<file path="src/rtl/seq_pkg.sv">
// Shared types and stage/state helpers for the CNN stage sequencer.
// Stage k owns state pair RUN<k>/GAP<k>; the helpers map between the two views.
package seq_pkg;

  localparam int NUM_STAGES = 4;

  typedef logic [1:0] stage_idx_t;

  typedef enum logic [3:0] {
    IDLE,
    RUN0,
    RUN1,
    RUN2,
    RUN3,
    GAP0,
    GAP1,
    GAP2,
    GAP3,
    FIN,
    ERR
  } state_t;

  function automatic logic is_run(state_t s);
    return (s == RUN0) || (s == RUN1) || (s == RUN2) || (s == RUN3);
  endfunction

  function automatic logic is_gap(state_t s);
    return (s == GAP0) || (s == GAP1) || (s == GAP2) || (s == GAP3);
  endfunction

  function automatic stage_idx_t stage_of(state_t s);
    stage_idx_t k;
    case (s)
      RUN1, GAP1: k = 2'd1;
      RUN2, GAP2: k = 2'd2;
      RUN3, GAP3: k = 2'd3;
      default:    k = 2'd0;
    endcase
    return k;
  endfunction

  function automatic state_t run_state(stage_idx_t k);
    state_t s;
    case (k)
      2'd1:    s = RUN1;
      2'd2:    s = RUN2;
      2'd3:    s = RUN3;
      default: s = RUN0;
    endcase
    return s;
  endfunction

  function automatic state_t gap_state(stage_idx_t k);
    state_t s;
    case (k)
      2'd1:    s = GAP1;
      2'd2:    s = GAP2;
      2'd3:    s = GAP3;
      default: s = GAP0;
    endcase
    return s;
  endfunction

  function automatic logic [NUM_STAGES-1:0] stage_onehot(stage_idx_t k);
    logic [NUM_STAGES-1:0] one;
    one = NUM_STAGES'(1);
    return one << k;
  endfunction

endpackage

</file>
<file path="src/rtl/stage_watchdog.sv">
// Per-stage cycle watchdog: counts enabled cycles from a clear, flags the TIMEOUT-th cycle.
// Terminal flag is combinational from the count register; the count parks at its last value.
module stage_watchdog #(
  parameter int TIMEOUT = 4095
) (
  input  logic clk,
  input  logic rst,
  input  logic clear,
  input  logic enable,
  output logic tc
);

  localparam int W = (TIMEOUT > 1) ? $clog2(TIMEOUT) : 1;
  localparam logic [W-1:0] LAST = W'(TIMEOUT - 1);

  logic [W-1:0] cnt;

  always_ff @(posedge clk or posedge rst) begin
    if (rst) begin
      cnt <= '0;
    end else if (clear) begin
      cnt <= '0;
    end else if (enable && (cnt != LAST)) begin
      cnt <= cnt + 1'b1;
    end
  end

  assign tc = enable && (cnt == LAST);

endmodule

</file>
<file path="src/rtl/stage_sequencer.sv">
// Steps conv1 -> pool1 -> conv2 -> fc per frame via level timer requests; requests rise
// the cycle after start is sampled. No backpressure: abort wins over every other input.
module stage_sequencer #(
  parameter int NUM_FRAMES = 1,
  parameter int GAP_CYCLES = 1,
  parameter int TIMEOUT    = 4095
) (
  input  logic       S_AXIS_ACLK,
  input  logic       S_AXIS_ARESET,
  input  logic       start,
  input  logic       abort,
  input  logic [3:0] tmr_done,
  output logic [3:0] tmr_req,
  output logic [3:0] stage_en,
  output logic       busy,
  output logic       done,
  output logic       err,
  output logic [1:0] err_stage,
  output logic [7:0] frame_cnt
);

  import seq_pkg::*;

  localparam int GW = (GAP_CYCLES > 1) ? $clog2(GAP_CYCLES) : 1;
  localparam logic [GW-1:0] GAP_LAST = GW'(GAP_CYCLES - 1);
  localparam logic [7:0] FRAMES = 8'(NUM_FRAMES);

  state_t state, next_state;
  stage_idx_t cur_stage;
  logic [GW-1:0] gap_cnt;
  logic gap_last;
  logic wd_tc;
  logic [7:0] frame_nxt;
  logic start_run;
  logic frame_step;

  assign cur_stage = stage_of(state);
  assign gap_last  = (gap_cnt == GAP_LAST);
  assign frame_nxt = (frame_cnt == 8'hFF) ? 8'hFF : frame_cnt + 8'd1;

  stage_watchdog #(
    .TIMEOUT(TIMEOUT)
  ) u_watchdog (
    .clk   (S_AXIS_ACLK),
    .rst   (S_AXIS_ARESET),
    .clear (!is_run(state)),
    .enable(is_run(state)),
    .tc    (wd_tc)
  );

  always_comb begin
    next_state = state;
    if (abort && (state != IDLE)) begin
      next_state = IDLE;
    end else begin
      case (state)
        IDLE, ERR: begin
          if (start && !abort) next_state = RUN0;
        end
        RUN0, RUN1, RUN2, RUN3: begin
          // A timer expiring on the watchdog terminal cycle still counts as success.
          if (tmr_done[cur_stage]) next_state = gap_state(cur_stage);
          else if (wd_tc)          next_state = ERR;
        end
        GAP0, GAP1, GAP2, GAP3: begin
          if (gap_last) begin
            if (cur_stage != 2'd3)       next_state = run_state(cur_stage + 2'd1);
            else if (frame_nxt < FRAMES) next_state = RUN0;
            else                         next_state = FIN;
          end
        end
        FIN:     next_state = IDLE;
        default: next_state = IDLE;
      endcase
    end
  end

  assign start_run  = (next_state == RUN0) && ((state == IDLE) || (state == ERR));
  assign frame_step = (state == GAP3) && gap_last && !abort;

  // Outputs are decoded from next_state so they are registered yet line up with the state.
  always_ff @(posedge S_AXIS_ACLK or posedge S_AXIS_ARESET) begin
    if (S_AXIS_ARESET) begin
      state     <= IDLE;
      gap_cnt   <= '0;
      tmr_req   <= '0;
      stage_en  <= '0;
      busy      <= 1'b0;
      done      <= 1'b0;
      err       <= 1'b0;
      err_stage <= '0;
      frame_cnt <= '0;
    end else begin
      state   <= next_state;
      gap_cnt <= is_gap(state) ? gap_cnt + 1'b1 : '0;

      if (is_run(next_state)) begin
        tmr_req  <= stage_onehot(stage_of(next_state));
        stage_en <= stage_onehot(stage_of(next_state));
      end else begin
        tmr_req  <= '0;
        stage_en <= '0;
      end

      busy <= !((next_state == IDLE) || (next_state == ERR) || (next_state == FIN));
      done <= (next_state == FIN);
      err  <= (next_state == ERR);

      if ((next_state == ERR) && (state != ERR)) err_stage <= cur_stage;
      else if (next_state != ERR)                err_stage <= '0;

      if (start_run)       frame_cnt <= '0;
      else if (frame_step) frame_cnt <= frame_nxt;
    end
  end

endmodule

</file>
<file path="config.mk">
export PLATFORM = sky130hd
export DESIGN_NAME = stage_sequencer
export DESIGN_NICKNAME = d
export VERILOG_FILES = /design/src/rtl/seq_pkg.sv /design/src/rtl/stage_watchdog.sv /design/src/rtl/stage_sequencer.sv
export SDC_FILE = /design/constraint.sdc
export NUM_CORES = 1
export LEC_CHECK = 0
export ABC_CLOCK_PERIOD_IN_PS = 7700
export CAP_MARGIN = 20
export CORE_MARGIN = 2
export CORE_UTILIZATION = 45
export CTS_CLUSTER_DIAMETER = 30
export DETAILED_ROUTE_END_ITERATION = 7
export PLACE_DENSITY = 0.71
export SETUP_SLACK_MARGIN = 0.4
export SLEW_MARGIN = 20
export SYNTH_ARGS = -nofsm -noshare
export SYNTH_HDL_FRONTEND = slang
export SYNTH_SLANG_ARGS = --single-unit
export TNS_END_PERCENT = 5
</file>
<file path="constraint.sdc">
create_clock -name S_AXIS_ACLK -period 7.7 [get_ports S_AXIS_ACLK]
set_input_delay 0.77 -clock S_AXIS_ACLK [delete_from_list [all_inputs] [get_ports S_AXIS_ACLK]]
set_output_delay 0.77 -clock S_AXIS_ACLK [all_outputs]
set_load 0.01 [all_outputs]
</file>
==> implementation parameters, run 1 <==
Parameter                              Value

Run status
  Result of the run ... finished, final reports clean

Final layout
  Area overhead of the layout relative to synthesis ... 16.5%
  Fraction of final layout cells with drive strength greater than 1 ... 0.0560
  Post-layout net count ... about 280
  Antenna Diode Count ... 0
  Footprint of the multi-input gates ... ~0.0012 sq mm
  Area occupied by registers ... 851 sq um
  Count of fill cells added during filler insertion ... 439
  Final core utilization ... 0.538

Route
  Count of routing violations after the opening detailed-route iteration ... 96
  Number of detailed-routing iterations run before antenna repair ... 4
  Detail-routed via count per cell ... 5.67
  Antenna violation net count after detailed routing ... 0
  DR vias ... between 1500 and 2000
  Routed len/inst ... 14.5 microns
  Routed wire length ... 4.65 mm
  Total DRC errors in the routed layout ... 0

Logic synthesis
  Syn Nets ... 260
  Cell area after synthesis ... roughly 0.0022 sq mm
  Part of the Yosys area used for sequential elements ... 0.393
  Unique cell type count in the Yosys netlist ... 53
  Leading post-synthesis cells by instance count ... nor2_1 (37), dfrtp_1 (34), a21oi_1 (14), nand2_1 (14), o21ai_0 (11)
  Top cell type's share of synthesized area ... 0.393
  Top cells by area, synth ... dfrtp_1 (39%), nor2_1 (6.4%), a21oi_1 (3.2%)
  Cells after Synth ... 247
  Post-synthesis cell type with the largest combined area ... dfrtp_1
  Avg Synthesized Cell Area ... between 8 and 9 sq um
  Synth Register Bits ... 34
  Count of warnings emitted by yosys ... 0
  Library cell with the highest instance count after synthesis ... nor2_1
  Ys flop type ... dfrtp_1
  Number of enable-type register cells in the synthesized netlist ... 0
  Proportion of synthesized flip-flops having asynchronous set or reset ... 1.00

Place
  RePlAce Congestion ... 0.882
  Half-perimeter wire length of the detailed placement result ... 3.29 mm
  IO Port Bufs ... 28

STA
  Slew at the pin with the worst max-slew slack ... between 1 and 1.5 ns
  Minimum clock period after layout ... 3.36 ns
  Fin Setup TNS ... 0 ns
  Worst setup skew after layout ... 0.00340 ns
  Headroom to the max-slew limit ... 0.245
  Final cycle utilization of the critical path ... 0.437
  Max-slew violation count ... 0
  Number of hold violations in the final report ... 0
  FMAX ... 297 MHz
  Finish-stage setup viols ... 0
  Unrepaired setup endpoints after global routing ... no

Worst setup path
  Crit path from ... state[1]
  Critical Path AT ... 3.55 ns
  Type of the worst setup path ... reg -> reg
  Type of destination of the critical path ... flop
  Data required time at the worst endpoint ... around 7.9 ns
  Type of origin of the critical path ... flop
  Highest net fanout along the worst path ... 22
  Depth of the worst register-to-register path ... 8
  Reg-to-Reg Start ... state[1]

Global routing
  Global route overflow ... 0
  Largest net degree at the start of global routing ... 35
  Global router's overall resource usage ... 0.182
  Antenna violations before repair ... 0
  Vias in the first global route ... 1647
  Wire length of the first global-routing pass ... 7.55 mm

Floorplanning
  Die boundary height ... 73.4 microns
  Effective utilization at floorplan ... 0.461
  Top-level port count ... 29
  Number of placement rows ... 25
  Placeable core region ... 0.00469 sq mm
  Die Footprint ... 0.00538 sq mm
  Die Span X ... 73.4 microns

Power and ir drop
  Power per cell area ... 248 mW/mm^2
  Maximum VDD drop ... 104 uV
  Static Leakage ... 1.04 nW

Min path
  Hold Startpoint ... u_watchdog.cnt[11]
  Worst Hold Depth ... 2
  Worst min-delay path class ... reg -> reg

Clocking
  Count of H-tree levels built during CTS ... 2
  Longest Clk Path Bufs ... 2
  Post-cts gate resize count ... 0
  Number of buffers inserted during clock tree synthesis ... 5
  Number of hold buffers added after cts ... 0
  Clock edge transition at the registers on the reported setup and hold paths ... about 0.060 ns
  Buffers inserted by post-CTS timing repair ... 0
  Later-pin clock latency in the skew report ... 0.28 ns
  Clock tree from TritonCTS ... yes
  Cell at the root of the clock tree ... clkbuf_8
  # clock sinks ... 34

Job
  Max Cap Viol ... 0
## worst max-delay path, cell delays in order, from the launching register on
cell and delay [ns]:
dfrtp_1 0.60, nor2_1 0.36, nor3_1 0.08, a21oi_1 0.89, nor4_1 0.20, nor3_4 0.32
nand3_2 0.14, or3_4 0.42, nor4b_2 0.26
## stage by stage
stage	std cells	power, mW	worst slack, ns	hold slack, ns	cell area (sq um)
global route	322	0.667	4.09	0.606	2520
detailed placement	316	0.500	4.37	0.537	2440
floorplan	247	0.431	4.90	0.505	2160
finish	322	0.624	4.34	0.545	2520
CTS	322	0.631	4.36	0.556	2520
global placement	316	0.494	4.45	0.523	2440
## state kept, by name (all words and copies together), names as in the netlist, 2 cells and up
register,count
frame_cnt,8
u_watchdog.cnt,12
stage_en,4
state,4
err_stage,2
## routing by layer
| layer | GRT usage | part of all wire | vias to the layer above |
|---|---|---|---|
| met2 | 0.280 | 0.44 | 37 |
| met4 | 0.0606 | 0.013 | 0 |
| met1 | 0.252 | 0.50 | 851 |
| met5 | 0 | 0 | - |
| met3 | 0.0425 | 0.049 | 6 |
| li1 | - | - | 932 |
## path summary, 6_finish.rpt
path	slack (ns)	end
max in group asynchronous	6.50	frame_cnt[3]
hold reg to reg	0.55	u_watchdog.cnt[11]
setup reg to reg	4.34	err_stage[0]
setup / recovery	4.34	err_stage[0]
hold / removal	0.55	u_watchdog.cnt[11]
min in group asynchronous	0.89	stage_en[0]
## cell families after synthesis
| family | synth area share |
|---|---|
| buf+inv | 0.0561 |
| simple gates | 0.290 |
| fa+ha+maj | 0.0289 |
| flops | 0.393 |
| xor+xnor | 0.0445 |
| compound gates | 0.164 |
| mux | 0.0231 |
## layout by cell type, fill, tap and decap left out, types with 2 or more instances in the layout
| cell | n |
|---|---|
| buf_4 | 2 |
| nand2b_1 | 5 |
| nand3_1 | 10 |
| and3_1 | 4 |
| or3_1 | 3 |
| clkdlybuf4s50_1 | 28 |
| a21oi_1 | 14 |
| nand3b_1 | 2 |
| nor3_1 | 8 |
| o31a_1 | 2 |
| nand2_1 | 14 |
| nor3b_1 | 3 |
| xor2_1 | 7 |
| xnor2_1 | 4 |
| o21ai_0 | 11 |
| and2_1 | 6 |
| dfrtp_1 | 34 |
| nor4_1 | 3 |
| a41oi_1 | 2 |
| clkbuf_8 | 6 |
| ha_1 | 5 |
| inv_1 | 9 |
| mux2i_1 | 5 |
| nand4_1 | 9 |
| nor2b_1 | 3 |
| a31oi_1 | 2 |
| a211oi_1 | 3 |
| nor2_1 | 37 |
| a311oi_1 | 5 |
## layout make-up
class	instances	area share
multi-input cells	189	0.473
flip-flops and latches	34	0.337
repair buffers	30	0.117
clock buffers	6	0.0327
well taps	54	0.0268
inverters	9	0.0134
## where the power goes
part | internal [mW] | leakage (nW) | switching [mW]
Combinational | 0.112 | 0.527 | 0.144
Clock | 0.0688 | 0.0431 | 0.0587
Sequential | 0.201 | 0.467 | 0.0400
Power figures use the tool's default switching activity.
==> inputs of run 2 (changes only) <==
ABC_CLOCK_PERIOD_IN_PS = 2700   (was 7700)
PLACE_DENSITY = 0.74   (was 0.71)
clock period = 2.7 ns   (was 7.7 ns; I/O delays follow)
==> run 2 against run 1 <==
Count of clock-buffer cells in the layout grew 1. Core utilization grew 5.4 points. Non-clock buffer count grew 22. Worst setup slack lost 4.2 ns. Power grew to 3.3 times the previous value.
==> implementation parameters, run 2 (same netlist as run 1, synthesis figures left out) <==
Parameter                              Value

Clocking
  Longest Clk Path Bufs ... 2
  Cell at the root of the clock tree ... clkbuf_8
  Later-pin clock latency in the skew report ... 0.29 ns
  Number of buffers inserted during clock tree synthesis ... 5
  Clock tree from TritonCTS ... yes
  Clock edge transition at the registers on the reported setup and hold paths ... ~0.07 ns
  # clock sinks ... 34
  Count of H-tree levels built during CTS ... 2

Route
  Routed wire length ... 4.95 mm
  Antenna violation net count after detailed routing ... 0
  Detail-routed via count per cell ... 5.58
  Total DRC errors in the routed layout ... 0
  Routed len/inst ... 14.3 microns
  Count of routing violations after the opening detailed-route iteration ... 117
  Number of detailed-routing iterations run before antenna repair ... 4
  DR vias ... around 1900

STA
  Number of hold violations in the final report ... 0
  Minimum clock period after layout ... 2.56 ns
  FMAX ... 391 MHz
  Slew at the pin with the worst max-slew slack ... ~0.57 ns
  Max-slew violation count ... 0
  Worst setup skew after layout ... 0.00804 ns
  Headroom to the max-slew limit ... 0.622
  Unrepaired setup endpoints after global routing ... yes
  Finish-stage setup viols ... 0
  Fin Setup TNS ... 0 ns
  Final cycle utilization of the critical path ... 0.948

Global routing
  Global router's overall resource usage ... 0.198
  Antenna violations before repair ... 0
  Largest net degree at the start of global routing ... 35
  Global route overflow ... 0
  Vias in the first global route ... between 1500 and 2000
  Wire length of the first global-routing pass ... just over 8 mm

Final layout
  Fraction of final layout cells with drive strength greater than 1 ... 0.168
  Post-layout instance count excluding filler cells ... about 350
  Area overhead of the layout relative to synthesis ... 28.2%
  Leading cell type in the layout, fill and taps excluded ... nor2_1
  Top Registers ... u_watchdog.cnt (12), frame_cnt (8)
  Most flop-heavy register ... u_watchdog.cnt
  Most frequent cells in the layout ... nor2_1 (37), dfrtp_1 (33), clkdlybuf4s50_1 (28)
  Post-layout net count ... 304
  Flip-flop count of the largest register, all copies and words added ... 12
  Antenna Diode Count ... 0

Power and ir drop
  Maximum VDD drop ... 340 uV
  Power per cell area ... 736 mW/mm^2
  Static Leakage ... 1.17 nW

Worst setup path
  Setup slack, reg-to-reg ... 0.14 ns
  Type of destination of the critical path ... flop
  Depth of the worst register-to-register path ... 9
  Reg-to-Reg End ... err_stage[0]
  Type of the worst setup path ... reg -> reg
  Reg-to-Reg Start ... state[2]
  Slowest stage cell, crit path ... dfrtp_1
  Critical Path AT ... 2.77 ns
  Cell Chain, Critical Path ... buf_12 > or3_1 > o31a_1 > o211a_1 > a211o_1 > a21oi_4 > nand3_2 > or3_4 > nor4b_4
  Delay of the slowest cell on the worst path ... 0.43 ns
  Critical path's top delay family ... simple AND/OR/NAND/NOR gates
  Combined buffer and inverter count along the critical path ... 1
  Type of origin of the critical path ... flop
  Data required time at the worst endpoint ... 2.91 ns
  Highest net fanout along the worst path ... 15
  Crit path from ... state[2]

Floorplanning
  Placeable core region ... ~0.0047 sq mm
  Top-level port count ... 29
  Die boundary height ... between 70 and 80 microns
  Number of placement rows ... 25
  Effective utilization at floorplan ... 0.461
  Die Span X ... 73.4 microns
  Die Footprint ... 0.00538 sq mm

Run status
  Result of the run ... finished, final reports clean

Place
  Placed insts ... 336
  Half-perimeter wire length of the detailed placement result ... 3.50 mm
  RePlAce Congestion ... 0.858
  IO Port Bufs ... 28

Job
  Max Cap Viol ... 0

Min path
  Worst min-delay path class ... in -> async
[run 2: power breakdown]
group	internal [mW]	total [mW]	switching (mW)
logic	0.476	1.00	0.524
clock network	0.206	0.390	0.185
registers	0.574	0.651	0.0762
total	1.26	2.04	0.785
[run 2: how the worst max path moves through the flow]
stage	to	slack, ns	cells after the start
6_report	err_stage[0]	0.14	9
5_1_grt	stage_en[2]	-0.02	12
4_1_cts	err_stage[0]	0.15	10
3_5_place_dp	err_stage[0]	0.02	9
3_3_place_gp	err_stage[0]	0.05	9
2_1_floorplan	err_stage[0]	0.16	11
[run 2: worst min-delay path, stage by stage]
cell             delay [ns]
clkdlybuf4s50_1        0.39
inv_1                  0.05
buf_4                  0.38
[run 2: what timing repair did]
action	4_1_cts	5_1_grt
pin swaps	1	5
setup endpoints to repair	9	10
gates resized for setup	5	8
buffers inserted	0	2
hold buffers	0	0
[run 2: per-layer routing]
metal / global-route usage / vias up / routed length [microns]
met5: 0 / - / 0
met4: 0.0727 / 0 / 80
met3: 0.0370 / 6 / 184
met2: 0.299 / 45 / 2180
met1: 0.282 / 906 / 2500
li1: - / 972 / -
[run 2: cell type report]
cell class,instances,area (sq um)
Clock inverter,1,5.00
Tap cell,54,67.6
Sequential cell,34,852
Inverter,9,33.8
Timing Repair Buffer,52,477
Clock buffer,7,86.3
Multi-Input combinational cell,189,1250
Fill cell,419,1920
[run 2: per-stage QoR]
step	hold WS (ns)	utilization	setup WS [ns]	total power [mW]	cell area [sq um]
floorplan	0.412	-	0.163	1.26	2210
CTS	0.386	0.581	0.146	1.99	2730
detailed placement	0.532	0.559	0.0222	1.58	2620
finish	0.373	0.591	0.140	2.04	2780
global placement	0.526	0.559	0.0452	1.56	2620
global route	0.412	0.591	-0.0203	2.18	2780
==> inputs of run 3 (changes only) <==
--- a/constraint.sdc
+++ b/constraint.sdc
@@ -3,2 +3,2 @@
 set_output_delay 0.27 -clock S_AXIS_ACLK [all_outputs]
-set_load 0.01 [all_outputs]
+set_load 0.02 [all_outputs]
==> results of run 3 <==
Same layout as run 2 (identical final DEF). Status: finished, final reports clean.
Among the figures that moved: total power 2.04 mW -> 2.08 mW; worst IR drop on VDD 340 uV -> 345 uV
